File: src/rtl/writeback_stage.sv
// -----------------------------------------------------------------------------
// writeback_stage
//
// Last stage of the RV32I pipeline. Takes one retiring instruction per
// handshake from the memory stage. It picks the result (ALU, aligned load data
// or PC+4) and drives the register-file write port through registered outputs.
// Those registered outputs are also the forwarding source for the execute stage.
//
// Loads whose data-memory response is late park in WAIT_MEM until
// i_mem_rvalid arrives. They abort with a trap if MEM_TIMEOUT cycles pass first.
//
// Parameters
//   MEM_TIMEOUT  maximum WAIT_MEM cycles before a timeout trap (0 = never)
//
// Ports
//   clk, rst        clock (rising edge), synchronous active-high reset
//   i_valid/o_ready handshake with the memory stage (o_ready = state is IDLE)
//   i_reg_wr, i_rd  instruction writes rd / destination register
//   i_wb_sel        00 ALU, 01 load, 10 PC+4, 11 reserved (traps)
//   i_alu_result    ALU result
//   i_pc            instruction PC
//   i_funct3        load width / signedness
//   i_addr_lsb      load byte offset within the word
//   i_mem_rvalid    data-memory read data valid
//   i_mem_rdata     raw data-memory word
//   o_wr/o_rd/o_write_data  register-file write port (1-cycle pulse)
//   o_retire        instruction retired (1-cycle pulse)
//   o_trap          bad load, reserved wb_sel or memory timeout (1-cycle pulse)
//
// Optional feature: define WB_INSTRET_EN to add o_instret[63:0], a free-running
// count of o_retire pulses.
// -----------------------------------------------------------------------------
module writeback_stage #(
  parameter int MEM_TIMEOUT = 16
) (
  input  logic        clk,
  input  logic        rst,
  input  logic        i_valid,
  output logic        o_ready,
  input  logic        i_reg_wr,
  input  logic [4:0]  i_rd,
  input  logic [1:0]  i_wb_sel,
  input  logic [31:0] i_alu_result,
  input  logic [31:0] i_pc,
  input  logic [2:0]  i_funct3,
  input  logic [1:0]  i_addr_lsb,
  input  logic        i_mem_rvalid,
  input  logic [31:0] i_mem_rdata,
  output logic        o_wr,
  output logic [4:0]  o_rd,
  output logic [31:0] o_write_data,
  output logic        o_retire,
  output logic        o_trap
`ifdef WB_INSTRET_EN
  ,
  output logic [63:0] o_instret
`endif
);

  typedef enum logic [0:0] {
    IDLE     = 1'b0,
    WAIT_MEM = 1'b1
  } state_t;

  localparam logic [1:0] WB_ALU  = 2'b00;
  localparam logic [1:0] WB_LOAD = 2'b01;
  localparam logic [1:0] WB_PC4  = 2'b10;
  localparam logic [1:0] WB_RSVD = 2'b11;

  localparam bit TIMEOUT_EN = (MEM_TIMEOUT > 0);
  localparam int CW = (MEM_TIMEOUT > 0) ? $clog2(MEM_TIMEOUT + 1) : 1;
  localparam logic [CW-1:0] TIMEOUT_LIMIT = CW'(MEM_TIMEOUT);

  state_t         state, state_next;
  logic [CW-1:0]  cnt, cnt_next;

  // Context of a load that is waiting for its data
  logic           pend_wr, pend_wr_next;
  logic [4:0]     pend_rd, pend_rd_next;
  logic [2:0]     pend_funct3, pend_funct3_next;
  logic [1:0]     pend_lsb, pend_lsb_next;

  logic           wr_next, retire_next, trap_next;
  logic [4:0]     rd_next;
  logic [31:0]    data_next;

  logic           commit, commit_wr;
  logic [4:0]     commit_rd;
  logic [31:0]    commit_data;

  logic           load_sel, f3_illegal, misaligned, accept_trap;

  // Select and extend the addressed byte, half or word of the raw memory word
  function automatic logic [31:0] load_extract(input logic [31:0] word,
                                               input logic [2:0]  f3,
                                               input logic [1:0]  lsb);
    logic [7:0]  b;
    logic [15:0] h;
    b = word[{lsb, 3'b000} +: 8];
    h = word[{lsb[1], 4'b0000} +: 16];
    case (f3)
      3'b000:  load_extract = {{24{b[7]}}, b};
      3'b100:  load_extract = {24'd0, b};
      3'b001:  load_extract = {{16{h[15]}}, h};
      3'b101:  load_extract = {16'd0, h};
      3'b010:  load_extract = word;
      default: load_extract = 32'd0;
    endcase
  endfunction

  assign o_ready = (state == IDLE);

  // Bad loads are known from funct3 and the offset alone, so they are trapped
  // at accept and never wait for memory
  assign load_sel    = (i_wb_sel == WB_LOAD);
  assign f3_illegal  = (i_funct3 == 3'b011) || (i_funct3 == 3'b110) || (i_funct3 == 3'b111);
  assign misaligned  = ((i_funct3[1:0] == 2'b01) && i_addr_lsb[0]) ||
                       ((i_funct3 == 3'b010) && (i_addr_lsb != 2'b00));
  assign accept_trap = (i_wb_sel == WB_RSVD) || (load_sel && (f3_illegal || misaligned));

  // Next-state and next-output logic. The 'commit' set describes the
  // instruction that retires at the coming edge. Writes to x0 or without
  // reg_wr still retire, but they leave the write port at zero.
  always_comb begin
    state_next       = state;
    cnt_next         = cnt;
    pend_wr_next     = pend_wr;
    pend_rd_next     = pend_rd;
    pend_funct3_next = pend_funct3;
    pend_lsb_next    = pend_lsb;
    commit           = 1'b0;
    commit_wr        = 1'b0;
    commit_rd        = 5'd0;
    commit_data      = 32'd0;
    trap_next        = 1'b0;

    case (state)
      IDLE: begin
        if (i_valid) begin
          if (accept_trap) begin
            trap_next = 1'b1;
          end else if (load_sel && !i_mem_rvalid) begin
            state_next       = WAIT_MEM;
            cnt_next         = '0;
            pend_wr_next     = i_reg_wr && (i_rd != 5'd0);
            pend_rd_next     = i_rd;
            pend_funct3_next = i_funct3;
            pend_lsb_next    = i_addr_lsb;
          end else begin
            commit    = 1'b1;
            commit_wr = i_reg_wr && (i_rd != 5'd0);
            commit_rd = i_rd;
            case (i_wb_sel)
              WB_ALU:  commit_data = i_alu_result;
              WB_PC4:  commit_data = i_pc + 32'd4;
              default: commit_data = load_extract(i_mem_rdata, i_funct3, i_addr_lsb);
            endcase
          end
        end
      end
      WAIT_MEM: begin
        if (i_mem_rvalid) begin
          commit      = 1'b1;
          commit_wr   = pend_wr;
          commit_rd   = pend_rd;
          commit_data = load_extract(i_mem_rdata, pend_funct3, pend_lsb);
          state_next  = IDLE;
        end else begin
          cnt_next = cnt + CW'(1);
          if (TIMEOUT_EN && (cnt_next == TIMEOUT_LIMIT)) begin
            trap_next  = 1'b1;
            state_next = IDLE;
            cnt_next   = '0;
          end
        end
      end
      default: state_next = IDLE;
    endcase

    wr_next     = commit && commit_wr;
    rd_next     = wr_next ? commit_rd : 5'd0;
    data_next   = wr_next ? commit_data : 32'd0;
    retire_next = commit;
  end

  // State, pending-load context and registered write-port outputs
  always_ff @(posedge clk) begin
    if (rst) begin
      state        <= IDLE;
      cnt          <= '0;
      pend_wr      <= 1'b0;
      pend_rd      <= 5'd0;
      pend_funct3  <= 3'd0;
      pend_lsb     <= 2'd0;
      o_wr         <= 1'b0;
      o_rd         <= 5'd0;
      o_write_data <= 32'd0;
      o_retire     <= 1'b0;
      o_trap       <= 1'b0;
    end else begin
      state        <= state_next;
      cnt          <= cnt_next;
      pend_wr      <= pend_wr_next;
      pend_rd      <= pend_rd_next;
      pend_funct3  <= pend_funct3_next;
      pend_lsb     <= pend_lsb_next;
      o_wr         <= wr_next;
      o_rd         <= rd_next;
      o_write_data <= data_next;
      o_retire     <= retire_next;
      o_trap       <= trap_next;
    end
  end

`ifdef WB_INSTRET_EN
  // Counts in step with the o_retire pulse it accounts for. It wraps naturally at 2^64.
  always_ff @(posedge clk) begin
    if (rst) begin
      o_instret <= 64'd0;
    end else if (retire_next) begin
      o_instret <= o_instret + 64'd1;
    end
  end
`endif

endmodule

File: config.mk
export PLATFORM = sky130hd
export DESIGN_NAME = writeback_stage
export DESIGN_NICKNAME = d
export VERILOG_FILES = /design/src/rtl/writeback_stage.sv
export SDC_FILE = /design/constraint.sdc
export NUM_CORES = 1
export LEC_CHECK = 0
export BUFFER_PORTS_ARGS = -buffer_cell sky130_fd_sc_hd__buf_4
export CAP_MARGIN = 10
export CORE_UTILIZATION = 55
export CTS_BUF_LIST = sky130_fd_sc_hd__clkbuf_8 sky130_fd_sc_hd__clkbuf_16
export DETAILED_ROUTE_END_ITERATION = 8
export GPL_TIMING_DRIVEN = 0
export HOLD_SLACK_MARGIN = 0.06
export PLACE_DENSITY_LB_ADDON = 0.05
export SYNTH_ARGS = -nofsm -noshare
export SYNTH_HDL_FRONTEND = slang
export SYNTH_SLANG_ARGS = --single-unit
File: constraint.sdc
create_clock -name clk -period 5.08 [get_ports clk]
set_input_delay 0.508 -clock clk [delete_from_list [all_inputs] [get_ports clk]]
set_output_delay 0.508 -clock clk [all_outputs]
set_load 0.005 [all_outputs]
==> results of run 1 <==
## cell families (layout without fill, tap and decap cells)
family,count (synthesis),count (layout)
AO/OA/AOI/OAI,205,205
AND/OR/NAND/NOR,204,204
XOR/XNOR,23,23
adder cells (fa/ha/maj),2,2
buffers and inverters,53,221
multiplexers,36,36
flip-flops,57,57
## worst min-delay path: cells and delay by family
family / cells / cell delay, ns
buf+inv: 1 / 0.09
compound gates: 1 / 0.06
simple gates: 1 / 0.07
## power by group
group          leakage [nW]  internal (mW)  switching [mW]
combinational          1.82          0.132           0.163
sequential            0.460          0.452         0.00233
clock                0.0960          0.230           0.222
## through the flow
| step | cells | util | cell area (um^2) | total power, mW |
|---|---|---|---|---|
| detailed placement | 834 | 0.7312 | 5650 | 0.7479 |
| global route | 850 | 0.7576 | 5854 | 1.233 |
| finish | 850 | 0.7576 | 5854 | 1.202 |
| CTS | 850 | 0.7576 | 5854 | 1.188 |
| floorplan | 580 | - | 4382 | 0.6014 |
| global placement | 834 | 0.7312 | 5650 | 0.7420 |
## metal layers
metal,routed length (um),track usage,vias to the layer above,share of wire
met4,705,0.1746,0,0.041
met5,0,0,-,0
met1,6694,0.5317,2556,0.39
met2,7641,0.6357,403,0.45
li1,-,-,2473,-
met3,2000,0.08124,70,0.12
## sequential cells by signal (all words and copies together), names as in the netlist, 2 cells and up
name and cells:
pend_rd 5, pend_lsb 2, pend_funct3 3, cnt 5, o_rd 5, o_write_data 32
## final cells by class
type | instances | area [um^2] | area share
buffer | 42 | 185.2 | 0.03163
clock buffer | 9 | 123.9 | 0.02116
clock inverter | 7 | 80.08 | 0.01368
inverter | 11 | 41.29 | 0.007053
multi-input combinational | 470 | 3014 | 0.5149
sequential | 57 | 1141 | 0.1949
tap | 102 | 127.6 | 0.02180
timing repair buffer | 152 | 1141 | 0.1949
## worst paths after layout
| path | cells after the start | startpoint | slack [ns] | end |
|---|---|---|---|---|
| worst max-delay path | 9 | pend_funct3[0] | 2.48 | o_write_data[6] |
| worst max register to register | 9 | pend_funct3[0] | 2.48 | o_write_data[6] |
| worst min-delay path | 3 | i_rd[0] | 0.40 | o_rd[0] |
| worst min register to register | 2 | cnt[4] | 0.52 | cnt[4] |
## synth_stat cells (3+ instances only)
cell       n
nor2_1    59
o211ai_1  10
or3_1      3
a31oi_1    4
xnor2_1   11
buf_2     10
nand3_1   10
and3_1     5
xor2_1    12
a21oi_1   71
a221oi_1   6
and2_1    15
nor2b_1    4
nand2_1   43
nand3b_1   3
clkbuf_1  29
nor3_1     9
nand4_1    9
a211oi_1  12
a21o_1     8
a22oi_1   15
nor3b_1   16
inv_1     10
o221ai_1   5
or2_2      3
o22ai_1    5
nand2b_1   7
or4_1      5
o21ai_0   31
o21a_1    14
dfxtp_1   57
mux2i_1   17
o32ai_1    3
a211o_1    3
mux2_2    17
==> summary.md, run 1 <==
| Metric | Value |
|---|---|
| Max incr delay on CP | `0.43 ns` |
| TNS Setup | `0 ns` |
| Worst Path Required | `5.29 ns` |
| Htree depth | `3` |
| Final setup violation count | `0` |
| Final setup skew | `0.01502 ns` |
| Total Die Area | `8327 um^2` |
| Critical path's most frequent cell | `clkbuf_1` |
| CP bufs+invs | `3` |
| CP Launch Type | `flop` |
| Wire length per cell | `20.05 um` |
| Mux contribution to synthesized area | `0.09280` |
| Post-synth top flop | `dfxtp_1` |
| Pre-CTS setup slack | `2.253 ns` |
| Compound-Gate Fraction of Synth Area | `0.3004` |
| HP Class | `in -> reg` |
| DRC viols | `0` |
| Worst path slowest cell | `clkbuf_1` |
| Gpl congestion | `0.9515` |
| Clock Sinks | `57` |
| Fillers | `587` |
| Hold_buf cts | `0` |
| Cts bufs inserted | `9` |
| FP Rows | `32` |
| Worst-skew pair later-pin latency | `0.35 ns` |
| Final Hold Fails | `0` |
| Power Density | `205.3 nW/um^2` |
| Outcome | `finished, final reports clean` |
| Slew HR | `0.4716` |
| Vias | `5,502` |
| Commonest non-fill, non-tap cell in the layout | `buf_4` |
| Leading area contributor after synthesis | `dfxtp_1` |
| Hpwl dp | `13,120 um` |
| Register area share after synthesis | `0.2604` |
| Most frequent cells in the layout | `buf_4, a21oi_1, nor2_1` |
| Initial Utilization | `0.5670` |
| Synth top area cells | `dfxtp_1, a21oi_1, nor2_1` |
| Post-synth EDFFs | `0` |
| I/O pin total | `154` |
| Yosys Warn Count | `0` |
| Number of inserted diodes | `0` |
| GRT Residual Overflow | `0` |
| Share of layout cells above drive strength 1 | `0.2848` |
| Vias in the first global route | `5,163` |
| Leakage | `2.379 nW` |
| Area grow syn2layout | `33.61%` |
| TritonCTS clock tree | `done` |
| Yosys top cell area share | `0.2604` |
| Period utilisation layout | `0.5127` |
| Fin. max-slew vios | `0` |
| First-pass GRT wire length | `26,050 um` |
| RSZ-0062 raised after global routing | `no` |
| Port Buf Inserts | `152` |
| Max capacitance violation total | `0` |
| Post-Syn Area | `4382 um^2` |
| Tmin final | `2.605 ns` |
| Ys async rst share | `0` |
| Peak VDD IR | `128.5 uV` |
| Post-route antenna net violation count | `0` |
| Final net count | `858` |
| PostCTS Resize Cnt | `0` |
| Maximum clock rate | `0.3839 GHz` |
| Largest family of logic cells by synthesized area | `compound AO/OA/AOI/OAI gates` |
| Worst setup margin | `2.475 ns` |
| Post-synthesis adder-cell area fraction | `0.005711` |
| Flop and latch count out of synthesis | `57` |
| Fin Hold WS | `0.4016 ns` |
| Post-synth cell types | `63` |
| Core ar. | `7727 um^2` |
| Die width | `91.26 um` |
| CTS Root Cell | `clkbuf_8` |
| CP arrival | `2.82 ns` |
| Initial antenna violation count | `0` |
| Clock transition at path regs | `0.08 ns` |
| Total Wirelength | `17,040 um` |
| Kind of critical path | `reg -> reg` |
| Largest net degree at the start of global routing | `13` |
| Setup crit end kind | `flop` |
| Xor/xnor cell area share of the yosys netlist | `0.04597` |
| Setup repair bufs after CTS | `0` |
| DR pass1 iterations | `5` |
| Top delay family on crit path | `buffers and inverters` |
| CP cell instances | `clkbuf_1 -> nand2b_1 -> clkbuf_1 -> clkbuf_1 -> mux2_2 -> a21oi_1 -> nor2_1 -> a21oi_1 -> o22ai_1` |
| Worst-Margin Slew | `0.7926 ns` |
| Clk buf depth | `2` |
| Post-Syn Instances | `580` |
| Vias/cell | `6.473` |
| Initial drt markers | `670` |
| Die Ht | `91.26 um` |
| Post-Synth Simple-Gate Area | `0.2430` |
| Total GRT Usage | `0.4027` |
| Worst Path Max Fanout | `10` |
| Syn_nets | `695` |
| Syn Area/Cell | `7.555 um^2` |
(Power assumes the default switching activity.)
==> run 2: changes to the inputs <==
--- a/config.mk
+++ b/config.mk
@@ -7,7 +7,7 @@
 export LEC_CHECK = 0
 export BUFFER_PORTS_ARGS = -buffer_cell sky130_fd_sc_hd__buf_4
 export CAP_MARGIN = 10
-export CORE_UTILIZATION = 55
+export CORE_UTILIZATION = 46
 export CTS_BUF_LIST = sky130_fd_sc_hd__clkbuf_8 sky130_fd_sc_hd__clkbuf_16
 export DETAILED_ROUTE_END_ITERATION = 8
 export GPL_TIMING_DRIVEN = 0
==> constraint.sdc (replaced) <==
create_clock -name clk -period 2.2 [get_ports clk]
set_input_delay 0.22 -clock clk [delete_from_list [all_inputs] [get_ports clk]]
set_output_delay 0.22 -clock clk [all_outputs]
set_load 0.005 [all_outputs]
==> run 2 against run 1 <==
  * First-iteration DRC count fell by 30%
  * Utilization fell by 11 points
  * Register-to-register slack got worse by 2.4 ns
==> summary.md, run 2 (synthesized netlist as in run 1, its figures left out) <==
| Metric | Value |
|---|---|
| FP Rows | `35 (was 32)` |
| Power Density | `484.0 nW/um^2 (was 205.3 nW/um^2)` |
| Kind of critical path | `in -> reg (was reg -> reg)` |
| Maximum clock rate | `0.4722 GHz` |
| Final setup skew | `0.01168 ns (was 0.01502 ns)` |
| Worst Path Max Fanout | `10 (unchanged)` |
| Largest net degree at the start of global routing | `17 (was 13)` |
| Clock transition at path regs | `0.08 ns (about the same)` |
| Most frequent cells in the layout | `buf_4, a21oi_1, nor2_1 (unchanged)` |
| Port Buf Inserts | `152 (unchanged)` |
| Max capacitance violation total | `0 (unchanged)` |
| Share of layout cells above drive strength 1 | `0.2970 (was 0.2848)` |
| Outcome | `finished, final reports clean (unchanged)` |
| Slew HR | `0.4795 (was 0.4716)` |
| Core ar. | `9240 um^2 (was 7727 um^2)` |
| GRT Residual Overflow | `0 (unchanged)` |
| Max incr delay on CP | `0.59 ns (was 0.43 ns)` |
| HP Class | `in -> reg (unchanged)` |
| Initial antenna violation count | `0 (unchanged)` |
| Clk buf depth | `2 (unchanged)` |
| Switching power | `884.7 uW (was 387.2 uW)` |
| Fin. max-slew vios | `0 (unchanged)` |
| Top delay family on crit path | `simple AND/OR/NAND/NOR gates (was buffers and inverters)` |
| Commonest non-fill, non-tap cell in the layout | `buf_4 (unchanged)` |
| Total Wirelength | `17,410 um (was 17,040 um)` |
| Sw frac | `0.3077 (was 0.3221)` |
| Die width | `99.60 um (was 91.26 um)` |
| Fillers | `821 (was 587)` |
| TritonCTS clock tree | `done (unchanged)` |
| CP bufs+invs | `3 (unchanged)` |
| Number of inserted diodes | `0 (unchanged)` |
| Tmin final | `2.118 ns` |
| DR pass1 iterations | `5 (unchanged)` |
| Fin util | `0.6428 (was 0.7576)` |
| Vias | `5,339 (was 5,502)` |
| Total GRT Usage | `0.3488 (was 0.4027)` |
| First-pass GRT wire length | `26,380 um (was 26,050 um)` |
| Die Ht | `99.60 um (was 91.26 um)` |
| Worst-skew pair later-pin latency | `0.35 ns (about the same)` |
| Placed Area | `5684 um^2 (was 5650 um^2)` |
| Internal | `1.990 mW (was 814.9 uW)` |
| Htree depth | `3 (unchanged)` |
| Final Hold Fails | `0 (unchanged)` |
| Vias/cell | `6.116 (was 6.473)` |
| Gpl congestion | `0.9659 (was 0.9515)` |
| Worst Path Required | `2.48 ns (was 5.29 ns)` |
| Final Cell Area | `5939 um^2 (was 5854 um^2)` |
| Clock Sinks | `57 (unchanged)` |
| Hold_buf cts | `0 (unchanged)` |
| CP arrival | `2.40 ns (was 2.82 ns)` |
| DRC viols | `0 (unchanged)` |
| Number of flip-flops in the largest register | `32 (unchanged)` |
| Wire length per cell | `19.95 um (was 20.05 um)` |
| CP cell instances | `buf_4 -> or4_1 -> a211oi_4 -> or2_1 -> clkbuf_4 -> buf_4 -> o221ai_1 -> o22a_1 -> nor2_1 (was clkbuf_1 -> nand2b_1 -> clkbuf_1 -> clkbuf_1 -> mux2_2 -> a21oi_1 -> nor2_1 -> a21oi_1 -> o22ai_1)` |
| Worst path slowest cell | `or4_1 (was clkbuf_1)` |
| Cts bufs inserted | `9 (unchanged)` |
| Vias in the first global route | `5,040 (was 5,163)` |
| Post-route antenna net violation count | `0 (unchanged)` |
| Share of power burned in registers | `0.365 (was 0.378)` |
| Comb power frac | `0.239 (was 0.245)` |
| Total Die Area | `9920 um^2 (was 8327 um^2)` |
| CP Launch Type | `primary input (was flop)` |
| Layout Cells excl Fill | `873 (was 850)` |
| Peak VDD IR | `308.0 uV (was 128.5 uV)` |
| Dpl cells | `861 (was 834)` |
| Initial Utilization | `0.4742 (was 0.5670)` |
| Largest Register | `o_write_data (unchanged)` |
| Final setup violation count | `0 (unchanged)` |
| Worst-Margin Slew | `0.7742 ns (was 0.7926 ns)` |
| Critical path's most frequent cell | `buf_4 (was clkbuf_1)` |
| Initial drt markers | `471 (was 670)` |
| Period utilisation layout | `0.9626` |
| Setup crit end kind | `flop (unchanged)` |
| Hpwl dp | `13,400 um (was 13,120 um)` |
| Area grow syn2layout | `35.55% (was 33.61%)` |
| Clk pwr share | `0.396 (was 0.377)` |
| CTS Root Cell | `clkbuf_8 (unchanged)` |
| Final net count | `854 (was 858)` |
| Leakage | `2.408 nW (was 2.379 nW)` |
| I/O pin total | `154 (unchanged)` |
## run 2: changes by cell type in the layout (fill, tap and decap cells not counted), sizes merged
cell | before | now
clkbuf | 38 | 34
clkinv | 3 | 2
bufinv | 1 | 2
## run 2: repair_timing
item / in CTS / in global routing
gates resized for setup: 4 / 10
pin swaps: 0 / 2
setup endpoints to repair: 12 / 30
setup buffers: 0 / 1
## run 2: worst paths after layout
kind | from | end | slack (ns) | depth (start not counted)
max | i_addr_lsb[1] | o_write_data[16] | 0.08 | 9
min | i_rd[3] | pend_rd[3] | 0.12 | 3
max reg2reg | pend_lsb[1] | o_write_data[18] | 0.10 | 7
min reg2reg | pend_rd[3] | pend_rd[3] | 0.50 | 2
## run 2: power groups by stage
stage          sequential, mW  combinational (mW)  clock, mW
6_report                 1.05               0.688       1.14
5_1_grt                  1.05               0.735       1.18
4_1_cts                  1.05               0.663       1.13
3_5_place_dp             1.07               0.658          0
3_3_place_gp             1.07               0.650          0
2_1_floorplan            1.07               0.315          0
## run 2: final cells by class
cell class / instances / area (um^2) / area share
flip-flops and latches: 57 / 1141 / 0.1921
plain buffers: 37 / 173.9 / 0.02928
clock buffers: 9 / 123.9 / 0.02086
multi-input cells: 470 / 3055 / 0.5144
clock inverters: 7 / 93.84 / 0.01580
inverters: 11 / 41.29 / 0.006952
repair buffers: 153 / 1149 / 0.1934
well taps: 129 / 161.4 / 0.02718
## run 2: metrics by stage
| step | hold WS, ns | power (mW) | TNS, ns | setup slack, ns |
|---|---|---|---|---|
| 2_1_floorplan | 0.3639 | 1.389 | 0 | 0.1485 |
| 3_3_place_gp | 0.4699 | 1.723 | -6.276 | -0.3083 |
| 3_5_place_dp | 0.4809 | 1.731 | -7.575 | -0.3152 |
| 4_1_cts | 0.1214 | 2.846 | 0 | 0.0007974 |
| 5_1_grt | 0.1220 | 2.967 | -0.001992 | -0.001992 |
| 6_report | 0.1165 | 2.875 | 0 | 0.08237 |
## run 2: worst register-to-register path: stages (launching register included)
cell and delay [ns]:
dfxtp_1 0.31, buf_2 0.23, mux4_2 0.55, mux2i_1 0.24, nor2_2 0.19, a21oi_1 0.21, nor2_1 0.06, o21a_1 0.20
## run 2: routing by layer
layer | wire length (um) | global-route usage
met1 | 7277 | 0.4497
met2 | 8254 | 0.5775
met3 | 1426 | 0.06676
met4 | 456 | 0.1301
met5 | 0 | 0
==> run 3: changes to the inputs <==
--- a/config.mk
+++ b/config.mk
@@ -6,9 +6,11 @@
 export NUM_CORES = 1
 export LEC_CHECK = 0
 export BUFFER_PORTS_ARGS = -buffer_cell sky130_fd_sc_hd__buf_4
-export CAP_MARGIN = 10
-export CORE_UTILIZATION = 46
+export CELL_PAD_IN_SITES_DETAIL_PLACEMENT = 1
+export CELL_PAD_IN_SITES_GLOBAL_PLACEMENT = 1
+export CORE_UTILIZATION = 32
 export CTS_BUF_LIST = sky130_fd_sc_hd__clkbuf_8 sky130_fd_sc_hd__clkbuf_16
+export CTS_CLUSTER_SIZE = 28
 export DETAILED_ROUTE_END_ITERATION = 8
 export GPL_TIMING_DRIVEN = 0
 export HOLD_SLACK_MARGIN = 0.06
==> run 3 against run 2 <==
  * Sequential power about the same
  * Final area grew 3.4%
  * Clock power is 38% higher
  * Utilization shrank 18 points
  * Via count shrank 1.8%
  * Global-route usage down 6.6 points
  * Setup slack got worse by 0.0069 ns
  * Clock-buffer cell count is 2 higher
  * Highest routed layer unchanged
  * Combinational power grew 3%
==> summary.md, run 3 (synthesized netlist as in run 1, its figures left out) <==
| Metric | Value |
|---|---|
| Outcome | `finished, final reports clean (unchanged)` |
| Switching power | `923.3 uW (was 884.7 uW)` |
| Die width | `119.0 um (was 99.60 um)` |
| Total Die Area | `14,160 um^2 (was 9920 um^2)` |
| Final net count | `858 (was 854)` |
| Die Ht | `119.0 um (was 99.60 um)` |
| Internal | `2.406 mW (was 1.990 mW)` |
| DR pass1 iterations | `5 (unchanged)` |
| Initial Utilization | `0.3296 (was 0.4742)` |
| TNS Setup | `0 ns (unchanged)` |
| HP Class | `in -> reg (unchanged)` |
| Port Buf Inserts | `152 (unchanged)` |
| Final setup violation count | `0 (unchanged)` |
| Htree depth | `3 (unchanged)` |
| Max capacitance violation total | `0 (unchanged)` |
| Commonest non-fill, non-tap cell in the layout | `buf_4 (unchanged)` |
| DRC viols | `0 (unchanged)` |
| Final Hold Fails | `0 (unchanged)` |
| Clk buf depth | `2 (unchanged)` |
| Fillers | `1,658 (was 821)` |
| Sw frac | `0.2773 (was 0.3077)` |
| Kind of critical path | `in -> reg (unchanged)` |
| Worst Path Max Fanout | `10 (unchanged)` |
| Clk pwr share | `0.472 (was 0.396)` |
| Multi-input logic area | `3053 um^2 (was 3055 um^2)` |
| Number of flip-flops in the largest register | `32 (unchanged)` |
| Most frequent cells in the layout | `buf_4, a21oi_1, nor2_1 (unchanged)` |
| Vias | `5,241 (was 5,339)` |
| Share of power burned in registers | `0.316 (was 0.365)` |
| GRT Residual Overflow | `0 (unchanged)` |
| Total Wirelength | `20,000 um (was 17,410 um)` |
| TritonCTS clock tree | `done (unchanged)` |
| Final setup skew | `0.008337 ns (was 0.01168 ns)` |
| Worst reg2reg startpoint | `state (was pend_lsb[1])` |
| Cts bufs inserted | `9 (unchanged)` |
| Largest Register | `o_write_data (unchanged)` |
| Core ar. | `13,300 um^2 (was 9240 um^2)` |
| Peak VDD IR | `355.0 uV (was 308.0 uV)` |
| Fin Hold WS | `0.1488 ns (was 0.1165 ns)` |
| RSZ-0062 raised after global routing | `no` |
| Worst-Margin Slew | `0.7755 ns (was 0.7742 ns)` |
| Setup crit end kind | `flop (unchanged)` |
| CP arrival | `2.39 ns (was 2.40 ns)` |
| Period utilisation layout | `0.9657 (was 0.9626)` |
| CTS Root Cell | `clkbuf_16 (was clkbuf_8)` |
| Tmin final | `2.125 ns (was 2.118 ns)` |
| Hpwl dp | `15,950 um (was 13,400 um)` |
| Register area | `1142 um^2 (was 1141 um^2)` |
| I/O pin total | `154 (unchanged)` |
| Total GRT Usage | `0.2824 (was 0.3488)` |
| Vias/cell | `5.672 (was 6.116)` |
| Fin. max-slew vios | `0 (unchanged)` |
| Initial drt markers | `297 (was 471)` |
| Pwr Total | `3.329 mW (was 2.875 mW)` |
| Area grow syn2layout | `40.15% (was 35.55%)` |
| Maximum clock rate | `0.4707 GHz (was 0.4722 GHz)` |
| Worst Path Required | `2.47 ns (was 2.48 ns)` |
| Worst-skew pair later-pin latency | `0.34 ns (was 0.35 ns)` |
| Post-route antenna net violation count | `0 (unchanged)` |
| Largest net degree at the start of global routing | `17 (unchanged)` |
| Gpl congestion | `0.9260 (was 0.9659)` |
| Critical path origin | `i_addr_lsb[1] (unchanged)` |
| First-pass GRT wire length | `30,260 um (was 26,380 um)` |
| Vias in the first global route | `5,298 (was 5,040)` |
| Initial antenna violation count | `0 (unchanged)` |
| CP Launch Type | `primary input (unchanged)` |
| Hold Startpoint | `i_rd[4] (was i_rd[3])` |
| Power Density | `542.2 nW/um^2 (was 484.0 nW/um^2)` |
| Number of inserted diodes | `0 (unchanged)` |
| Clock transition at path regs | `0.05 ns (was 0.08 ns)` |
| Clock Sinks | `57 (unchanged)` |
| Comb power frac | `0.212 (was 0.239)` |
| Leakage | `2.486 nW (was 2.408 nW)` |
| Slew HR | `0.4830 (was 0.4795)` |
| Share of layout cells above drive strength 1 | `0.3021 (was 0.2970)` |
| FP Rows | `42 (was 35)` |
| Wire length per cell | `21.64 um (was 19.95 um)` |
-- run 3: cell count changes in the layout (fill, tap and decap cells not counted), moves of 2 or more --
cell,delta
clkbuf_16,+9
clkbuf_8,-7
buf_4,+4
clkbuf_2,+2
-- run 3: repair_timing --
| item | CTS | global route |
|---|---|---|
| hold buffers | 0 | 0 |
| buffers inserted | 0 | 4 |
| setup endpoints to repair | 24 | 22 |
| gates resized for setup | 10 | 6 |
| pin swaps | 0 | 2 |
-- run 3: per-layer routing --
metal  track usage  share of wire  vias up  wire length [um]
met2        0.4887           0.49      184              9814
met4        0.1028          0.022        0               436
met1        0.3534           0.44     2553              8861
li1              -              -     2477                 -
met3       0.04071          0.044       27               885
met5             0              0        -                 0
-- run 3: metrics by stage --
| stage | setup WS, ns | instances | utilization | area, um^2 |
|---|---|---|---|---|
| finish | 0.07542 | 924 | 0.4619 | 6141 |
| global route | 0.01845 | 924 | 0.4619 | 6141 |
| CTS | 0.01419 | 921 | 0.4588 | 6100 |
| detailed placement | -0.5872 | 908 | 0.4320 | 5743 |
| global placement | -0.5540 | 908 | 0.4320 | 5743 |
| floorplan | 0.1485 | 580 | - | 4382 |
-- run 3: final cells by class --
cell class / count / area share
clock buffers: 11 / 0.04116
multi-input cells: 470 / 0.4971
inverters: 11 / 0.006724
well taps: 176 / 0.03586
clock inverters: 5 / 0.01263
plain buffers: 38 / 0.02975
flip-flops and latches: 57 / 0.1860
repair buffers: 156 / 0.1907
-- run 3: power by group through the flow --
| stage | Combinational (mW) | Sequential [mW] | Clock, mW |
|---|---|---|---|
| after CTS | 0.696 | 1.05 | 1.59 |
| final | 0.706 | 1.05 | 1.57 |
| after detailed placement | 0.688 | 1.07 | 0 |
| after global routing | 0.758 | 1.05 | 1.64 |
| after global placement | 0.678 | 1.07 | 0 |
| after floorplan | 0.315 | 1.07 | 0 |
-- run 3: path summary, 6_finish.rpt --
path | end | slack (ns) | cells past startpoint
max | o_write_data[16] | 0.08 | 9
min | pend_rd[4] | 0.15 | 3
max reg2reg | o_write_data[16] | 0.10 | 8
min reg2reg | cnt[4] | 0.51 | 2
-- run 3: critical path, cell delays in order --
cell	delay (ns)
buf_4	0.13
or4_1	0.61
a211oi_4	0.33
or2_1	0.16
buf_4	0.19
buf_4	0.21
o221ai_1	0.16
o22a_1	0.26
nor2_1	0.10
